[config.mk]
export PLATFORM = sky130hd
export DESIGN_NAME = pipe_hazard_unit
export DESIGN_NICKNAME = d
export VERILOG_FILES = /design/src/rtl/pipe_hazard_unit.sv
export SDC_FILE = /design/constraint.sdc
export NUM_CORES = 1
export LEC_CHECK = 0
export ABC_AREA = 1
export ABC_CLOCK_PERIOD_IN_PS = 3600
export BUFFER_PORTS_ARGS = -buffer_cell sky130_fd_sc_hd__clkbuf_2
export CAP_MARGIN = 15
export CORE_MARGIN = 10
export CORE_UTILIZATION = 30
export DETAILED_ROUTE_END_ITERATION = 12
export GPL_TIMING_DRIVEN = 0
export SLEW_MARGIN = 20
export SYNTH_ARGS = -nofsm -noshare
export SYNTH_HDL_FRONTEND = slang
export SYNTH_SLANG_ARGS = --single-unit
[constraint.sdc]
create_clock -name clk -period 3.6 [get_ports clk]
set_clock_uncertainty 0.2 [all_clocks]
set_input_delay 0.36 -clock clk [delete_from_list [all_inputs] [get_ports clk]]
set_output_delay 0.36 -clock clk [all_outputs]
set_load 0.005 [all_outputs]
[src/rtl/pipe_hazard_unit.sv]
// pipe_hazard_unit: destination-tag pipeline for operand forwarding,
// load-use stalls and taken-branch flushes. State moves only on advance.
module pipe_hazard_unit #(
    parameter int unsigned REG_W    = 5,
    parameter int unsigned DEPTH    = 2,
    parameter int unsigned LOAD_LAT = 1,
    parameter int unsigned ZERO_REG = 31,
    parameter int unsigned CNT_W    = 16,
    localparam int unsigned SEL_W   = $clog2(DEPTH + 1)
) (
    input  logic             clk,
    input  logic             Reset,
    input  logic             advance,
    input  logic             id_valid,
    input  logic [REG_W-1:0] id_rs1,
    input  logic [REG_W-1:0] id_rs2,
    input  logic             id_use_rs1,
    input  logic             id_use_rs2,
    input  logic [REG_W-1:0] id_rd,
    input  logic             id_we,
    input  logic             id_is_load,
    input  logic             branch_taken,
    output logic [SEL_W-1:0] fwd_sel_a,
    output logic [SEL_W-1:0] fwd_sel_b,
    output logic             stall,
    output logic             id_ready,
    output logic             flush,
    output logic [DEPTH-1:0] stage_valid,
    output logic [CNT_W-1:0] stall_count,
    output logic [CNT_W-1:0] flush_count
);

    logic [DEPTH-1:0] valid_q, valid_d;
    logic [DEPTH-1:0] we_q, we_d;
    logic [DEPTH-1:0] ld_q, ld_d;
    logic [REG_W-1:0] rd_q [DEPTH];
    logic [REG_W-1:0] rd_d [DEPTH];
    logic [CNT_W-1:0] stall_cnt_q, stall_cnt_d;
    logic [CNT_W-1:0] flush_cnt_q, flush_cnt_d;

    logic [DEPTH-1:0] hit_a, hit_b;
    logic             ld_hazard;

    // Per-stage operand matches; the zero register never forwards.
    always_comb begin
        hit_a = '0;
        hit_b = '0;
        for (int unsigned k = 0; k < DEPTH; k++) begin
            hit_a[k] = valid_q[k] & we_q[k] & (rd_q[k] == id_rs1) &
                       (id_rs1 != REG_W'(ZERO_REG)) & id_use_rs1;
            hit_b[k] = valid_q[k] & we_q[k] & (rd_q[k] == id_rs2) &
                       (id_rs2 != REG_W'(ZERO_REG)) & id_use_rs2;
        end
    end

    // Youngest matching stage wins: scan oldest to youngest, younger overwrites.
    always_comb begin
        fwd_sel_a = '0;
        fwd_sel_b = '0;
        for (int unsigned k = DEPTH; k > 0; k--) begin
            if (hit_a[k-1]) fwd_sel_a = SEL_W'(k);
            if (hit_b[k-1]) fwd_sel_b = SEL_W'(k);
        end
    end

    // Load-use hazard: a match against a load whose data is not ready yet.
    always_comb begin
        ld_hazard = 1'b0;
        for (int unsigned k = 0; k < LOAD_LAT; k++) begin
            if (ld_q[k] & (hit_a[k] | hit_b[k])) ld_hazard = 1'b1;
        end
    end

    // Control outputs; flush takes priority over stall.
    always_comb begin
        flush       = branch_taken & valid_q[DEPTH-1];
        stall       = id_valid & ~flush & ld_hazard;
        id_ready    = ~stall;
        stage_valid = valid_q;
        stall_count = stall_cnt_q;
        flush_count = flush_cnt_q;
    end

    // Next-state: shift tags, inject decode / bubble, bump saturating counters.
    always_comb begin
        valid_d     = valid_q;
        we_d        = we_q;
        ld_d        = ld_q;
        rd_d        = rd_q;
        stall_cnt_d = stall_cnt_q;
        flush_cnt_d = flush_cnt_q;
        if (advance) begin
            for (int unsigned k = 1; k < DEPTH; k++) begin
                valid_d[k] = valid_q[k-1];
                we_d[k]    = we_q[k-1];
                ld_d[k]    = ld_q[k-1];
                rd_d[k]    = rd_q[k-1];
            end
            valid_d[0] = id_valid;
            we_d[0]    = id_we;
            ld_d[0]    = id_is_load;
            rd_d[0]    = id_rd;
            if (flush) begin
                valid_d = '0;
                if (flush_cnt_q != '1) flush_cnt_d = flush_cnt_q + CNT_W'(1);
            end else if (stall) begin
                valid_d[0] = 1'b0;
                if (stall_cnt_q != '1) stall_cnt_d = stall_cnt_q + CNT_W'(1);
            end
        end
    end

    // State register with synchronous active-low reset.
    always_ff @(posedge clk) begin
        if (!Reset) begin
            valid_q     <= '0;
            stall_cnt_q <= '0;
            flush_cnt_q <= '0;
        end else begin
            valid_q     <= valid_d;
            stall_cnt_q <= stall_cnt_d;
            flush_cnt_q <= flush_cnt_d;
        end
    end

    // Tag payload needs no reset; it is qualified by valid.
    always_ff @(posedge clk) begin
        we_q <= we_d;
        ld_q <= ld_d;
        rd_q <= rd_d;
    end

endmodule

==> flow_metrics.env, run 1 <==
export IMPL_end_kind="output port"
export IMPL_avgViaCountPerCell=4.76
export IMPL_seq_area_frac_synth=0.380
export IMPL_fin_area_um2=3390
export IMPL_die_height_um=117
export IMPL_drt_initial_drc_count=168
export IMPL_first_pass_iters=4
export IMPL_finalCritPeriodShare=0.720
export IMPL_wl_um=7540
export IMPL_r2r_start="stall_count[0]"
export IMPL_hpwl_um=5940
export IMPL_cts_buffers=5
export IMPL_cap_violations=0
export IMPL_worstHoldStart="id_rd[0]"
export IMPL_cts_tree="yes"
export IMPL_pwr_share_seq=0.549
export IMPL_layout_drive_gt1_share=0.250
export IMPL_clkTransAtPathRegs_ps=90
export IMPL_grt_pass1_wl_um=12200
export IMPL_crit_fanout=10
export IMPL_synth_compound_area_frac=0.0807
export IMPL_worstSkewPairLatency_ps=290
export IMPL_cp_common_cell="nand2_1"
export IMPL_status="finished, final reports clean"
export IMPL_critPathTopFamily="simple AND/OR/NAND/NOR gates"
export IMPL_place_area_um2=3280
export IMPL_yosys_area_share_simple=0.365
export IMPL_switchingPower_uw=234
export IMPL_synthAdderAreaFrac=0.00887
export IMPL_fp_dieW_um=117
export IMPL_p_leak_nw=1.36
export IMPL_synth_area_leader_cell="dfxtp_1"
export IMPL_cp_slowest_cell="edfxtp_1"
export IMPL_crit_type="reg2out"
export IMPL_cts_hold_repair_buffers=0
export IMPL_tightest_slew_ps=667
export IMPL_synth_top_family_by_area="simple AND/OR/NAND/NOR gates"
export IMPL_row_count=35
export IMPL_ys_warn_count=0
export IMPL_power_share_switching=0.226
export IMPL_min_path_type="in2reg"
export IMPL_synth_cell_type_count=32
export IMPL_drc=0
export IMPL_regArea_um2=1070
export IMPL_ys_seq_elements=47
export IMPL_track_usage=0.110
export IMPL_powerDensity_nw_per_um2=305
export IMPL_synth_area_top_cells="dfxtp_1 24%, edfxtp_1 14%, nand2_1 12%, xnor2_1 6.2%, nand4_1 6.0%"
export IMPL_globalplace_congestion=0.889
export IMPL_synthToLayoutAreaGrowth_pct=20.1
export IMPL_multi_input_area_um2=1530
export IMPL_nFillCells=988
export IMPL_max_stage_delay_ps=440
export IMPL_period_minus_slack_ps=2590
export IMPL_power_mw=1.03
export IMPL_hold_viol=0
export IMPL_htreeDepth=2
export IMPL_antennaDiodeCount=0
export IMPL_start_util=0.307
export IMPL_cts_resized=0
export IMPL_cp_arrival_ps=2030
export IMPL_fin_setup_tns_ps=0
export IMPL_crit_buf_inv=3
export IMPL_startpoint="rd_q[9]"
export IMPL_nNetsFinal=477
export IMPL_postCtsSetupBuffers=0
export IMPL_clkPwrFrac=0.371
export IMPL_slew_viol_final=0
export IMPL_cts_root_buffer="clkbuf_8"
export IMPL_ios=65
export IMPL_grt_remaining_overflow=0
export IMPL_worstSetupStartpointType="register"
export IMPL_avgRoutedWirePerCell_um=13.4
export IMPL_ant_nets=0
export IMPL_grt_pass1_vias=2541
export IMPL_dp_cells=555
export IMPL_rsz0062_at_grt="false"
export IMPL_syn_inst=380
export IMPL_fmax_mhz=386
export IMPL_cts_buffer_depth=2
export IMPL_synth_top_cell_area_share=0.241
export IMPL_ir_drop_mv=0.141
export IMPL_slew_headroom=0.555
export IMPL_antenna_found_initial=0
export IMPL_dieArea_um2=13700
export IMPL_syn_area_per_cell_um2=7.42
export IMPL_synth_area_mux_share=0
export IMPL_utilization=0.368
export IMPL_setup_viol=0
export IMPL_synth_area_um2=2820
export IMPL_vias=2678
export IMPL_grt_max_degree=16
export IMPL_synth_xor_area_share=0.0870
export IMPL_cp_required_ps=3040
export IMPL_intPower_uw=799
export IMPL_design_core_area_um2=9200
export IMPL_combPwrFrac=0.080
export IMPL_cts_sinks=47
export IMPL_synth_nets=406
export IMPL_crit_chain="xnor2_1, nand2_1, nor2_1, nand2_1, nand2_2, buf_4, nand4_1, inv_1, clkbuf_2"
export IMPL_portBuffers=64
export IMPL_final_instance_count_excl_fill=563
final timing paths:
path,endpoint,slack [ps],depth (start not counted)
max,stall,1010,9
min reg2reg,we_q[1],250,0
max reg2reg,stall_count[0],1520,9
min,rd_q[5],30,1
sequential cells by signal, indices dropped and copies added (netlist names):
name and cells:
rd_q 10, stall_count 16, stage_valid 2, we_q 2
flush_count 16, ld_q 1
Yosys cell counts, drive strengths merged:
cell type,instances
xnor2,20
buf,6
clkbuf,4
a21oi,27
nand3b,2
nor3,9
and3,1
nand4,29
ha,2
o21ai,11
nand2,106
nor2,47
inv,40
dfxtp,34
nor4,1
or2,1
edfxtp,13
xor2,8
nand3,19
cell families (layout without fill, tap and decap cells):
kind of cell	after synthesis	in the layout
compound gates	38	38
xor+xnor	28	28
fa+ha+maj	2	2
buf+inv	50	122
flops	47	47
simple gates	215	215
per-layer routing:
| metal | up-vias | global-route usage | wire (um) |
|---|---|---|---|
| met1 | 1221 | 0.139 | 3480 |
| met2 | 59 | 0.180 | 3510 |
| met5 | - | 0 | 0 |
| met3 | 2 | 0.0265 | 495 |
| li1 | 1396 | - | - |
| met4 | 0 | 0.0321 | 48 |
layout by cell type (no fill, tap or decap):
master and instances:
clkbuf_8 5, buf_4 1, buf_2 3, nand3b_1 2, buf_6 1, nand3_4 1
nor2_1 43, edfxtp_1 13, inv_4 1, and3_1 1, bufinv_16 1, nor2_4 4
a21oi_2 10, clkbuf_2 64, nand3_1 17, nor3_2 1, nand4_1 27, a21oi_1 17
o21ai_1 4, nor4_1 1, o21ai_0 7, xnor2_1 20, nand4_2 2, nor3_1 8
inv_1 37, xor2_1 8, inv_2 2, nand2_1 92, buf_12 1, nand3_2 1
nand2_2 14, ha_1 2, or2_2 1, clkbuf_1 6, dfxtp_1 34
layout make-up:
| cell class | count | share of cell area |
|---|---|---|
| clock buffers | 7 | 0.0225 |
| plain buffers | 10 | 0.0203 |
| clock inverters | 1 | 0.00887 |
| flip-flops and latches | 47 | 0.316 |
| well taps | 111 | 0.0410 |
| inverters | 40 | 0.0451 |
| multi-input cells | 283 | 0.451 |
| repair buffers | 64 | 0.0946 |
through the flow:
stage	setup WS (ps)	hold WS, ps
finish	1010	34.0
floorplan	1700	227
global route	760	8.91
detailed placement	1270	239
global placement	1290	236
CTS	949	18.0
power by group through the flow:
stage | registers, mW | logic (mW) | clock network (mW)
2_1_floorplan | 0.578 | 0.0492 | 0
3_3_place_gp | 0.579 | 0.0830 | 0
3_5_place_dp | 0.580 | 0.0833 | 0
4_1_cts | 0.568 | 0.0837 | 0.404
5_1_grt | 0.570 | 0.0932 | 0.424
6_report | 0.567 | 0.0830 | 0.383
worst reg2reg max path, delay by kind of cell (launching register included):
| family | cells | cell delay (ps) |
|---|---|---|
| AOI/OAI and AO/OA | 1 | 70 |
| DFF | 1 | 470 |
| buffers and inverters | 2 | 260 |
| adders and majority gates | 1 | 300 |
| and+or+nand+nor | 5 | 660 |
No activity file was read; power rests on OpenSTA's default activity.
==> inputs of run 2 (changes only) <==
--- a/config.mk
+++ b/config.mk
@@ -6,7 +6,7 @@
 export NUM_CORES = 1
 export LEC_CHECK = 0
 export ABC_AREA = 1
-export ABC_CLOCK_PERIOD_IN_PS = 3600
+export ABC_CLOCK_PERIOD_IN_PS = 2200
 export BUFFER_PORTS_ARGS = -buffer_cell sky130_fd_sc_hd__clkbuf_2
 export CAP_MARGIN = 15
 export CORE_MARGIN = 10
==> constraint.sdc (replaced) <==
create_clock -name clk -period 2.2 [get_ports clk]
set_clock_uncertainty 0.2 [all_clocks]
set_input_delay 0.22 -clock clk [delete_from_list [all_inputs] [get_ports clk]]
set_output_delay 0.22 -clock clk [all_outputs]
set_load 0.005 [all_outputs]
==> flow_metrics.env, run 2 (same netlist as run 1, synthesis figures left out) <==
export IMPL_crit_fanout=10
export IMPL_crit_buf_inv=2
export IMPL_fp_dieW_um=117
export IMPL_cp_slowest_cell="dfxtp_1"
export IMPL_grt_pass1_wl_um=12400
export IMPL_antennaDiodeCount=0
export IMPL_first_pass_iters=4
export IMPL_nNetsFinal=491
export IMPL_dieArea_um2=13700
export IMPL_tightest_slew_ps=610
export IMPL_track_usage=0.111
export IMPL_row_count=35
export IMPL_crit_chain="ha_2, nand3_2, nor2_4, nand4_2, nand2_2, inv_4, buf_2, nand4_1, a21oi_2"
export IMPL_fmax_mhz=484
export IMPL_cap_violations=0
export IMPL_grt_pass1_vias=2587
export IMPL_finalCritPeriodShare=0.938
export IMPL_vias=2738
export IMPL_rsz0062_at_grt="true"
export IMPL_hold_viol=0
export IMPL_antenna_found_initial=0
export IMPL_avgViaCountPerCell=4.75
export IMPL_htreeDepth=2
export IMPL_end_kind="register"
export IMPL_ant_nets=0
export IMPL_die_height_um=117
export IMPL_slew_headroom=0.593
export IMPL_crit_type="reg2reg"
export IMPL_nFillCells=981
export IMPL_cts_tree="yes"
export IMPL_worstSetupStartpointType="register"
export IMPL_drc=0
export IMPL_place_area_um2=3280
export IMPL_fin_area_um2=3530
export IMPL_start_util=0.307
export IMPL_critPathTopFamily="simple AND/OR/NAND/NOR gates"
export IMPL_hpwl_um=5940
export IMPL_wl_um=7660
export IMPL_mostFrequentLayoutCells="90 x nand2_1, 64 x clkbuf_2, 40 x nor2_1, 37 x inv_1, 34 x dfxtp_1"
export IMPL_clkTransAtPathRegs_ps=90
export IMPL_cts_buffers=5
export IMPL_status="finished, final reports clean"
export IMPL_p_leak_nw=1.43
export IMPL_period_minus_slack_ps=2060
export IMPL_final_common_cell="nand2_1"
export IMPL_globalplace_congestion=0.889
export IMPL_synthToLayoutAreaGrowth_pct=25.2
export IMPL_grt_max_degree=16
export IMPL_worstSkewPairLatency_ps=290
export IMPL_max_stage_delay_ps=470
export IMPL_grt_remaining_overflow=0
export IMPL_cts_buffer_depth=2
export IMPL_cp_arrival_ps=2030
export IMPL_powerDensity_nw_per_um2=484
export IMPL_slew_viol_final=0
export IMPL_cp_required_ps=2170
export IMPL_portBuffers=64
export IMPL_avgRoutedWirePerCell_um=13.3
export IMPL_timing_hold_ws_ps=77.3
export IMPL_cts_root_buffer="clkbuf_8"
export IMPL_ir_drop_mv=0.228
export IMPL_ios=65
export IMPL_setup_viol=0
export IMPL_min_path_type="in2reg"
export IMPL_drt_initial_drc_count=178
export IMPL_design_core_area_um2=9200
export IMPL_layout_drive_gt1_share=0.270
export IMPL_cts_sinks=47
[run 2: tightest hold or removal path: cells and delay by family]
family	cells	cell delay, ps
simple gates	3	180
compound gates	1	50
buf+inv	1	90
[run 2: final timing paths]
kind	from	endpoint	slack, ps	depth (start not counted)
worst min register to register	we_q[0]	we_q[1]	250	0
worst max-delay path	stall_count[0]	stall_count[0]	140	9
worst min-delay path	id_valid	stage_valid[0]	80	5
worst max register to register	stall_count[0]	stall_count[0]	140	9
[run 2: stage by stage]
step	power [mW]	utilization	instances	setup TNS, ps	setup WS, ps
global route	1.80	0.384	577	-41.5	-36.2
floorplan	1.03	-	380	0	375
CTS	1.74	0.382	575	0	5.28
global placement	1.08	0.357	555	0	63.6
finish	1.71	0.384	577	0	135
detailed placement	1.09	0.357	555	0	38.7
[run 2: area by class of cell]
| type | instances | area [um^2] | area share |
|---|---|---|---|
| inverters | 40 | 153 | 0.0432 |
| plain buffers | 9 | 62.6 | 0.0177 |
| flip-flops and latches | 47 | 1070 | 0.303 |
| repair buffers | 79 | 453 | 0.128 |
| well taps | 111 | 139 | 0.0393 |
| multi-input cells | 283 | 1550 | 0.438 |
| clock buffers | 7 | 76.3 | 0.0216 |
| clock inverters | 1 | 30.0 | 0.00850 |
[run 2: repair_timing]
action / CTS / global route
endpoints found under the setup margin: 2 / 12
hold endpoints to repair: 8 / 0
hold buffers: 8 / 0
pin swaps: 7 / 7
resized for setup: 5 / 6
buffers inserted: 4 / 3
gates cloned: 0 / 0
[run 2: per-layer routing]
metal	up-vias	global-route usage	share of wire	wire length, um
met1	1249	0.141	0.47	3570
met2	61	0.183	0.46	3540
li1	1422	-	-	-
met4	0	0.0313	0.010	79
met3	6	0.0270	0.062	474
met5	-	0	0	0
[run 2: power by group]
part	internal (mW)	leakage (nW)	total, mW	switching, mW
Sequential	0.911	0.401	0.928	0.0171
Combinational	0.0702	0.975	0.156	0.0855
Clock	0.340	0.0524	0.626	0.286
Total	1.32	1.43	1.71	0.388
==> inputs of run 3 (changes only) <==
--- a/config.mk
+++ b/config.mk
@@ -13,6 +13,7 @@
 export CORE_UTILIZATION = 30
 export DETAILED_ROUTE_END_ITERATION = 12
 export GPL_TIMING_DRIVEN = 0
+export PLACE_DENSITY = 0.51
 export SLEW_MARGIN = 20
 export SYNTH_ARGS = -nofsm -noshare
 export SYNTH_HDL_FRONTEND = slang
==> flow_metrics.env, run 3 (same netlist as run 1, synthesis figures left out) <==
export IMPL_avgViaCountPerCell=4.75
export IMPL_htreeDepth=2
export IMPL_layout_drive_gt1_share=0.271
export IMPL_nNetsFinal=490
export IMPL_grt_pass1_wl_um=12900
export IMPL_wl_um=7820
export IMPL_antennaDiodeCount=0
export IMPL_place_area_um2=3280
export IMPL_worst_slack_ps=100
export IMPL_synthToLayoutAreaGrowth_pct=24.1
export IMPL_crit_type="reg2out"
export IMPL_globalplace_congestion=0.858
export IMPL_min_path_type="in2reg"
export IMPL_cp_required_ps=1780
export IMPL_grt_pass1_vias=2631
export IMPL_setup_viol=0
export IMPL_cts_root_buffer="clkbuf_8"
export IMPL_hpwl_um=6090
export IMPL_cp_arrival_ps=1680
export IMPL_first_pass_iters=4
export IMPL_route_met2_wl_um=3620
export IMPL_cts_sinks=47
export IMPL_design_core_area_um2=9200
export IMPL_drc=0
export IMPL_drt_initial_drc_count=156
export IMPL_status="finished, final reports clean"
export IMPL_power_mw=1.61
export IMPL_worstSkewPairLatency_ps=300
export IMPL_cts_tree="yes"
export IMPL_cts_buffer_depth=2
export IMPL_rsz0062_at_grt="true"
export IMPL_vias=2737
export IMPL_track_usage=0.115
export IMPL_finalCritPeriodShare=0.954
export IMPL_grt_remaining_overflow=0
export IMPL_ios=65
export IMPL_antenna_found_initial=0
export IMPL_p_leak_nw=1.41
export IMPL_final_common_cell="nand2_1"
export IMPL_worstSetupStartpointType="register"
export IMPL_slew_headroom=0.572
export IMPL_top_layer="met4"
export IMPL_fmax_mhz=476
export IMPL_period_minus_slack_ps=2100
export IMPL_avgRoutedWirePerCell_um=13.6
export IMPL_start_util=0.307
export IMPL_row_count=35
export IMPL_nFillCells=1012
export IMPL_dieArea_um2=13700
export IMPL_utilization=0.381
export IMPL_crit_fanout=3
export IMPL_end_kind="output port"
export IMPL_ir_drop_mv=0.299
export IMPL_hold_viol=0
export IMPL_clkTransAtPathRegs_ps=90
export IMPL_slew_viol_final=0
export IMPL_pre_cts_slack_ps=39.4
export IMPL_fin_area_um2=3500
export IMPL_die_height_um=117
export IMPL_cap_violations=0
export IMPL_met3WireLength_um=504
export IMPL_ant_nets=0
export IMPL_mostFrequentLayoutCells="91 x nand2_1, 65 x clkbuf_2, 41 x nor2_1, 36 x inv_1, 33 x dfxtp_1"
export IMPL_fp_dieW_um=117
export IMPL_cts_buffers=5
export IMPL_powerDensity_nw_per_um2=460
export IMPL_tightest_slew_ps=641
export IMPL_portBuffers=64
export IMPL_grt_max_degree=16
export IMPL_drt_met1_wl_um=3610
-- run 3: final cells by class --
class                      instances  area, um^2  share of cell area
sequential                        47        1070               0.306
clock buffer                       6        72.6              0.0207
inverter                          40         153              0.0436
timing repair buffer              78         445               0.127
buffer                             9        62.6              0.0179
multi-input combinational        283        1540               0.441
tap                              111         139              0.0397
clock inverter                     2        12.5             0.00358
-- run 3: what timing repair did --
| item | 4_1_cts | 5_1_grt |
|---|---|---|
| buffers inserted | 3 | 3 |
| resized for setup | 5 | 5 |
| hold endpoints to repair | 8 | 0 |
| endpoints found under the setup margin | 2 | 12 |
| pin swaps | 6 | 6 |
| hold buffers | 8 | 0 |
-- run 3: through the flow --
stage / hold WS [ps] / cells / setup TNS, ps
6_report: 104 / 576 / 0
5_1_grt: 125 / 576 / -45.7
4_1_cts: 111 / 574 / -12.5
3_5_place_dp: 199 / 555 / 0
3_3_place_gp: 200 / 555 / 0
2_1_floorplan: 119 / 380 / 0
-- run 3: worst paths after layout --
path                   from         endpoint  slack, ps  cells after the start
max                 rd_q[8]     fwd_sel_b[1]        100                     11
min                id_valid   stage_valid[0]        100                      5
max reg2reg  stall_count[1]  stall_count[10]        180                      9
min reg2reg         we_q[0]          we_q[1]        260                      0
-- run 3: critical path, cell delays in order, from the launching register on --
cell,delay [ps]
edfxtp_1,450
inv_2,80
nor2_1,40
nor2_1,80
nand2_1,50
nor2_1,110
nand2_1,110
buf_4,140
buf_4,120
inv_1,60
nor2_1,40
clkbuf_2,100
-- run 3: routing by layer --
layer / track usage / vias to the layer above
met5: 0 / -
met3: 0.0285 / 8
met2: 0.192 / 65
met4: 0.0247 / 0
li1: - / 1417
met1: 0.147 / 1247
-- run 3: power by group --
part           internal (mW)  switching, mW
clock                  0.223          0.302
sequential             0.911         0.0172
combinational         0.0677         0.0873
total                   1.20          0.407
